==> config.mk <==
export PLATFORM = sky130hd
export DESIGN_NAME = uart_packet_rx
export DESIGN_NICKNAME = d
export VERILOG_FILES = /design/src/rtl/uart_packet_rx.sv
export SDC_FILE = /design/constraint.sdc
export NUM_CORES = 1
export LEC_CHECK = 0
export CAP_MARGIN = 15
export CORE_MARGIN = 5
export CORE_UTILIZATION = 54
export DETAILED_ROUTE_END_ITERATION = 12
export PLACE_DENSITY_LB_ADDON = 0.15
export SLEW_MARGIN = 40
export SYNTH_ARGS = -nofsm -noshare
export SYNTH_HDL_FRONTEND = slang
export SYNTH_SLANG_ARGS = --single-unit
==> constraint.sdc <==
create_clock -name clk -period 2.3 [get_ports clk]
set_clock_uncertainty 0.1 [all_clocks]
set_input_delay 0.345 -clock clk [delete_from_list [all_inputs] [get_ports clk]]
set_output_delay 0.345 -clock clk [all_outputs]
set_load 0.005 [all_outputs]
==> src/rtl/uart_packet_rx.sv <==
// 8N1 UART receiver feeding a packet parser that turns data bytes into auto-incrementing writes.
// Packet: checksum | address bytes (MSB first) | count | count+1 data bytes.
module uart_packet_rx #(
  parameter int unsigned CLKS_PER_BIT = 100,
  parameter int unsigned ADDR_W       = 8,
  parameter int unsigned TIMEOUT_BITS = 40
) (
  input  logic              clk,
  input  logic              RESET_N,
  input  logic              uart_rx,
  input  logic              clear_errors,
  output logic [ADDR_W-1:0] wr_addr,
  output logic [7:0]        wr_data,
  output logic              wr_en,
  output logic              pkt_done,
  output logic              pkt_ok,
  output logic              frame_error,
  output logic              checksum_error,
  output logic              timeout_error
);

  localparam int unsigned CNT_W    = $clog2(CLKS_PER_BIT);
  localparam int unsigned TO_LIMIT = TIMEOUT_BITS * CLKS_PER_BIT;
  localparam int unsigned TO_W     = $clog2(TO_LIMIT + 1);
  localparam int unsigned NBYTES   = ADDR_W / 8;

  typedef enum logic [2:0] {RX_IDLE, RX_START, RX_DATA, RX_STOP, RX_BREAK} rx_state_t;
  typedef enum logic [1:0] {P_CKSUM, P_ADDR, P_COUNT, P_DATA} p_state_t;

  logic              rx_meta, rx_sync;
  rx_state_t         rx_state, rx_state_n;
  logic [CNT_W-1:0]  bit_cnt, bit_cnt_n;
  logic [2:0]        bit_idx, bit_idx_n;
  logic [7:0]        rx_shift, rx_shift_n;
  logic              byte_valid_c, frame_err_c;

  p_state_t          p_state, p_state_n;
  logic [7:0]        sum, sum_n, remaining, remaining_n;
  logic [ADDR_W-1:0] base, base_n;
  logic [1:0]        addr_idx, addr_idx_n;
  logic [TO_W-1:0]   to_cnt, to_cnt_n;
  logic              timeout_c, wr_en_c, done_c, ok_c, cks_err_c;

  // Two-flop synchroniser; idles high out of reset.
  always_ff @(posedge clk or negedge RESET_N) begin
    if (!RESET_N) begin
      rx_meta <= 1'b1;
      rx_sync <= 1'b1;
    end else begin
      rx_meta <= uart_rx;
      rx_sync <= rx_meta;
    end
  end

  always_ff @(posedge clk or negedge RESET_N) begin
    if (!RESET_N) begin
      rx_state <= RX_IDLE;
      bit_cnt  <= '0;
      bit_idx  <= '0;
      rx_shift <= '0;
    end else begin
      rx_state <= rx_state_n;
      bit_cnt  <= bit_cnt_n;
      bit_idx  <= bit_idx_n;
      rx_shift <= rx_shift_n;
    end
  end

  // Receiver: start bit checked at mid-bit, then one sample per bit period.
  always_comb begin
    rx_state_n   = rx_state;
    bit_cnt_n    = (bit_cnt == '0) ? '0 : bit_cnt - CNT_W'(1);
    bit_idx_n    = bit_idx;
    rx_shift_n   = rx_shift;
    byte_valid_c = 1'b0;
    frame_err_c  = 1'b0;
    case (rx_state)
      RX_IDLE: if (!rx_sync) begin
        bit_cnt_n  = CNT_W'(CLKS_PER_BIT / 2 - 1);
        rx_state_n = RX_START;
      end
      RX_START: if (bit_cnt == '0) begin
        if (rx_sync) begin
          rx_state_n = RX_IDLE;
        end else begin
          bit_cnt_n  = CNT_W'(CLKS_PER_BIT - 1);
          bit_idx_n  = '0;
          rx_state_n = RX_DATA;
        end
      end
      RX_DATA: if (bit_cnt == '0) begin
        rx_shift_n = {rx_sync, rx_shift[7:1]};
        bit_cnt_n  = CNT_W'(CLKS_PER_BIT - 1);
        if (bit_idx == 3'd7) rx_state_n = RX_STOP;
        else                 bit_idx_n  = bit_idx + 3'd1;
      end
      RX_STOP: if (bit_cnt == '0) begin
        if (rx_sync) begin
          byte_valid_c = 1'b1;
          rx_state_n   = RX_IDLE;
        end else begin
          frame_err_c = 1'b1;
          rx_state_n  = RX_BREAK;
        end
      end
      RX_BREAK: if (rx_sync) rx_state_n = RX_IDLE;
      default: rx_state_n = RX_IDLE;
    endcase
  end

  always_ff @(posedge clk or negedge RESET_N) begin
    if (!RESET_N) begin
      p_state        <= P_CKSUM;
      sum            <= '0;
      remaining      <= '0;
      base           <= '0;
      addr_idx       <= '0;
      to_cnt         <= '0;
      wr_addr        <= '0;
      wr_data        <= '0;
      wr_en          <= 1'b0;
      pkt_done       <= 1'b0;
      pkt_ok         <= 1'b0;
      frame_error    <= 1'b0;
      checksum_error <= 1'b0;
      timeout_error  <= 1'b0;
    end else begin
      p_state   <= p_state_n;
      sum       <= sum_n;
      remaining <= remaining_n;
      base      <= base_n;
      addr_idx  <= addr_idx_n;
      to_cnt    <= to_cnt_n;
      wr_en     <= wr_en_c;
      pkt_done  <= done_c;
      pkt_ok    <= ok_c;
      if (wr_en_c) begin
        wr_addr <= base;
        wr_data <= rx_shift;
      end
      // Sticky flags: a set event beats a simultaneous clear.
      if (frame_err_c)       frame_error <= 1'b1;
      else if (clear_errors) frame_error <= 1'b0;
      if (cks_err_c)         checksum_error <= 1'b1;
      else if (clear_errors) checksum_error <= 1'b0;
      if (timeout_c)         timeout_error <= 1'b1;
      else if (clear_errors) timeout_error <= 1'b0;
    end
  end

  // Parser; a framing error or inter-byte timeout drops the packet back to CKSUM.
  always_comb begin
    p_state_n   = p_state;
    sum_n       = sum;
    remaining_n = remaining;
    base_n      = base;
    addr_idx_n  = addr_idx;
    wr_en_c     = 1'b0;
    done_c      = 1'b0;
    ok_c        = 1'b0;
    cks_err_c   = 1'b0;
    timeout_c   = (p_state != P_CKSUM) && !byte_valid_c && (to_cnt == TO_W'(TO_LIMIT));
    to_cnt_n    = (p_state == P_CKSUM || byte_valid_c || timeout_c) ? '0 : to_cnt + TO_W'(1);
    if (frame_err_c || timeout_c) begin
      p_state_n = P_CKSUM;
    end else if (byte_valid_c) begin
      sum_n = sum + rx_shift;
      case (p_state)
        P_CKSUM: begin
          sum_n      = rx_shift;
          addr_idx_n = '0;
          p_state_n  = P_ADDR;
        end
        P_ADDR: begin
          base_n     = (base << 8) | ADDR_W'(rx_shift);
          addr_idx_n = addr_idx + 2'd1;
          if (addr_idx == 2'(NBYTES - 1)) p_state_n = P_COUNT;
        end
        P_COUNT: begin
          remaining_n = rx_shift;
          p_state_n   = P_DATA;
        end
        P_DATA: begin
          wr_en_c = 1'b1;
          base_n  = base + ADDR_W'(1);
          if (remaining == '0) begin
            done_c    = 1'b1;
            ok_c      = (sum_n == 8'h00);
            cks_err_c = !ok_c;
            p_state_n = P_CKSUM;
          end else begin
            remaining_n = remaining - 8'd1;
          end
        end
        default: p_state_n = P_CKSUM;
      endcase
    end
  end

endmodule
; ---- Word-level counts from Yosys, hierarchy flattened
; Index checks and enable logic that the tools add are counted.
; Widths: inputs -> output; s select.
[classes]
n_eq_ne = 20
n_shift = 0
n_reduce_logical = 30
div = 0
bitwise = 1
n_lt_le_gt_ge = 0
n_addsub = 7
n_mux = 56
mul = 0
[op_table]
columns = operator, count
row1 = $mux 7, 5
row2 = $mux 3, 11
row3 = $pmux 8 s2, 2
row4 = $mux 1, 25
row5 = $pmux 7 s3, 1
row6 = $ne 2x2->1 const B, 9
row7 = $reduce_bool 2->1, 9
row8 = $logic_not 8->1, 2
row9 = $mux 8, 2
row10 = $pmux 3 s5, 1
row11 = $add 12x1->12 const B, 1
row12 = $eq 12x12->1 const B, 1
row13 = $mux 12, 1
row14 = $mux 2, 5
row15 = $reduce_and 3->1, 3
row16 = $add 8x1->8 const B, 1
row17 = $add 8x8->8, 1
row18 = $pmux 2 s4, 1
row19 = $sub 8x1->8 const B, 1
row20 = $logic_not 7->1, 1
row21 = $sub 7x1->7 const B, 1
row22 = $eq 3x2->1 const B, 2
row23 = $eq 3x3->1 const B, 2
row24 = $ne 3x3->1 const B, 2
row25 = other kinds (17), 24
[word_totals]
latch_bits = 0
romBits = 0
ram_bits = 0
reg_bits = 85
mem_count = 0
input_bits = 4
word_cells = 134
out_inout_bits = 22

; ---- Logic depth before layout (Yosys ltp)
[depth]
word_depth = 9
depth_mapped = 10
ltp_nobuf = 9

; ---- Least setup slack after synthesis
; Ideal clock, no wire load.
[synth_timing]
path_kind = register to register
from = reg rx_shift[0]
to = reg checksum_error
setup_ns = 0.120
arrival_time_ns = 2.060
path_buffers = 0
period_less_slack_ns = 2.280
path_stages_with_launch = 10
slack_ns = 0.020
t_required_ns = 2.080
cell_sequence = dfrtp_1 > ha_1 > inv_1 > fa_1 > nand2b_1 > a21oi_1 > a2111oi_0 > nand4b_1 > nand3b_1 > a41o_1
[synth_via]
elab_chain_len = 8
word_cells_on_any_way = 9
classes_between = add/sub: 1 / mux: 5 / reduce/logical: 3
[synth_lines]
columns = element, line_no
row1 = "start, declared", 34  ; logic [7:0] rx_shift, rx_shift_n;
row2 = "start signal, assigned", 65  ; rx_shift <= rx_shift_n;
row3 = $add 8x8->8 *, 167  ; sum_n = sum + rx_shift;
row4 = $logic_not 8->1 *, 188  ; ok_c = (sum_n == 8'h00);
row5 = $logic_not 1->1 *, 189  ; cks_err_c = !ok_c;
row6 = $mux 1 *, 186  ; if (remaining == '0) begin
row7 = $mux 1 *, 168  ; case (p_state)
row8 = $mux 1 *, 166  ; end else if (byte_valid_c) begin
row9 = $mux 1 *, 164  ; if (frame_err_c || timeout_c) begin
row10 = $mux 1 or $reduce_bool 2->1 (tied branches), n/a
row11 = "end signal, assigned", 125  ; checksum_error <= 1'b0;
row12 = "end signal, assigned", 144  ; if (cks_err_c) checksum_error <= 1'b1;
row13 = "end signal, assigned", 145  ; else if (clear_errors) checksum_error <= 1'b0;
row14 = "end, declared", 18  ; output logic checksum_error,
; Every way passes the cells marked *; elsewhere a longest branch is shown, timed or not.
; A chain may end at the register's enable or synchronous reset.

; ---- Worst setup path in the final report
[layout_timing]
from = reg bit_cnt[0]
to = reg remaining[3]
[layout_via]
elab_chain_len = 9
word_cells_on_any_way = 11
classes_between = mux: 4 / bitwise: 1 / reduce/logical: 6
[layout_lines]
columns = element, line_no
row1 = "start, declared", 32  ; logic [CNT_W-1:0] bit_cnt, bit_cnt_n;
row2 = "start signal, assigned", 63  ; bit_cnt <= bit_cnt_n;
row3 = $logic_not 7->1 *, 97  ; RX_STOP: if (bit_cnt == '0) begin
row4 = $mux 1, 97
row5 = $mux 1, 77  ; case (rx_state)
row6 = $logic_not 1->1, 162  ; timeout_c = (p_state != P_CKSUM) && !byte_valid_c && (to_cnt == TO_W'(TO_LIMIT));
row7 = $logic_and 1x1->1 (2 in a row), 162
row8 = $logic_or 1x1->1, 164
row9 = $not 1->1 (no line), n/a
row10 = $reduce_and 4->1 (no line) *, n/a
row11 = "end signal, assigned", 130  ; remaining <= remaining_n;
row12 = "end, declared", 38  ; logic [7:0] sum, sum_n, remaining, remaining_n;
; Marked as above.

==> run metrics <==
XOR/XNOR share of the synthesized area 0.0322; Max-cap violations 0; vias in the first global route about 3,800; Syn Std Cell Area 0.00462 mm²; Detail Placement HPWL roughly 7400 µm; fmax 0.424 GHz; Num CTS Buffers 9; Mean Syn Cell Area 9.40 µm²; Worst Hold Class register to register; Core Region 0.00830 mm²; Synth top cells by count dfrtp_1, nand2_1, nor2_1; Gate Count Post-Synth 492; worst-skew pair later-pin latency about 350 ps; Nets 606; TritonCTS clock tree yes; Fin. Hold Viols 0; WP data arrival approximately 2500 ps; Root Driver clkbuf_8; Worst setup EP type register; Worst EP required ~2400 ps; placed insts 652; clk buf depth 2; Final setup viols 10; Routed WL 11,600 µm; setup total negative slack -264 ps; # diodes 0; Layout fillers 564; r2r setup slk -60 ps; DR iter-0 viols 237; initial core utilization 0.557; Ports 26; fin cells 691; RSZ-0062 raised after global routing yes; area of the multi-input gates approximately 0.0027 mm²; register area 0.00213 mm²; layout cells sized above 1 0.294; crit path launch type register; clock slew at reported path FFs 80 ps; count leader, synth dfrtp_1; FFs w/ async S/R, synth 1.00; DIE AREA 0.0105 mm²; vias per cell 5.80; most common flop cell mapped by yosys dfrtp_1; Adder-Cell Fraction of Synth Area 0.0584; Pwr Total between 2000 and 3000 µW; Synth area leader dfrtp_1; library cells used by synthesis 61; grt ovf 0; EDFF count, synth 0; Total GRT Usage 0.211; LEAKAGE 0.00294 µW; port bufs 25; largest net degree at the start of global routing 50; synth top area cells dfrtp_1, nand2_1, ha_1; Die Ht 103 µm; Tcrit/Tclk final 1.03; drt drc 0; mux contribution to synthesized area 0.0371; std cell rows 33; Worst Slack Setup Final -59.0 ps; first-pass detailed-route iteration total 5; Antenna Nets Post-Route 0; die width 103 µm; Layout Area Growth over Synthesis 33.9%; Post-Syn Nets 517; pre-CTS worst setup slack -74.4 ps; violated checks negative setup slack; maximum VDD drop 0.292 mV; sequential fraction of the synthesis area 0.460; compound-cell area share of the yosys netlist 0.154; first-pass GRT wire length 17,500 µm; Final GP Congestion 0.891; via count 4,010; fin crit period 2360 ps; H-tree levels 3; CTS sink cnt 85; Seq cells post-synth between 80 and 90; WS Path Type register to register; largest family of logic cells by synthesized area simple AND/OR/NAND/NOR gates; CP max FO 6; total number of yosys warnings 0; initial antenna violation count 0; drt wl/cell 16.8 µm; Synth Area in Simple Gates 0.215; top cell type's share of synthesized area 0.449; fin. max-slew vios 0; outcome complete, but fails checks; Power Dens Cells between 400 and 500 mW/mm²; worst-margin pin slew 691 ps; relative slew slack 0.540
## power breakdown
group	switching [µW]	internal [µW]	leakage, µW	total, µW
Combinational	32.6	11.3	0.00167	43.9
Sequential	3.47	1500	0.00117	1500
Clock	520	530	0.0000964	1050
Total	556	2040	0.00294	2590
## state kept, by name, indices dropped and copies added, names as in the netlist, 2 cells and up
signal / count
addr_idx: 2
base: 8
bit_cnt: 7
bit_idx: 3
p_state: 2
remaining: 8
rx_shift: 8
rx_state: 3
sum: 8
to_cnt: 12
wr_addr: 8
wr_data: 8
## what timing repair did
item / 4_1_cts / 5_1_grt
gates resized for setup: 9 / 113
hold buffers: 1 / 0
gates cloned: 0 / 3
setup buffers: 4 / 15
endpoints found under the setup margin: 11 / 59
pin swaps: 4 / 43
endpoints found under the hold margin: 45 / 0
## worst max-delay path: stages (launching register included)
cell and delay (ps):
dfrtp_1 400, inv_2 70, ha_4 130, or3b_4 390
nor4_4 190, and4_4 310, buf_12 140, o211ai_4 120
a22o_1 250, a21o_1 150
## worst paths after layout
check / startpoint / end / depth (start not counted)
hold / removal: rx_meta / rx_sync / 0
setup reg to reg: bit_cnt[0] / remaining[3] / 9
min in group asynchronous: RESET_N / to_cnt[8] / 2
hold reg to reg: rx_meta / rx_sync / 0
setup / recovery: bit_cnt[0] / remaining[3] / 9
max in group asynchronous: RESET_N / p_state[1] / 3
## cell type report
class                      count  share of cell area
tap                          105              0.0212
sequential                    85               0.344
clock inverter                 4             0.00768
inverter                      25              0.0164
timing repair buffer          98               0.158
multi-input combinational    362               0.429
clock buffer                  12              0.0234
## cell usage in the layout (no fill, tap or decap), types with 12 or more instances in the layout
cell             Yosys  final
dfrtp_1             83     83
buf_4                4     52
nor2_1              47     47
nand2_1             73     45
clkdlybuf4s50_1      0     24
inv_1               24     22
nand3_1             19     18
ha_1                20     18
a21oi_1             20     16
o21ai_1              2     16
nand2_2              2     15
nand2_4              0     14
o21ai_0             29     13
xor2_1              12     12
and3_1              13     12
## metrics by stage
step	hold WS (ps)	utilization	cell area, µm²
after floorplan	-50.6	-	4620
final	262	0.746	6190
after detailed placement	249	0.644	5340
after global routing	271	0.746	6190
after CTS	261	0.678	5630
after global placement	246	0.644	5340
## cells by family (layout without fill, tap and decap cells)
| family | Yosys count | count (layout) |
|---|---|---|
| DFF | 85 | 85 |
| and+or+nand+nor | 202 | 202 |
| xor gates and xnor gates | 17 | 17 |
| adders and majority gates | 21 | 21 |
| AOI/OAI and AO/OA | 105 | 106 |
| muxes | 16 | 16 |
| buffers and inverters | 46 | 139 |
## routing by layer
| layer | wire length [µm] | up-vias | part of all wire | global-route usage |
|---|---|---|---|---|
| li1 | - | 1903 | - | - |
| met3 | 514 | 25 | 0.044 | 0.0440 |
| met4 | 254 | 0 | 0.022 | 0.0807 |
| met1 | 4930 | 1962 | 0.43 | 0.272 |
| met5 | 0 | - | 0 | 0 |
| met2 | 5890 | 120 | 0.51 | 0.349 |
Power figures use the tool's default switching activity.
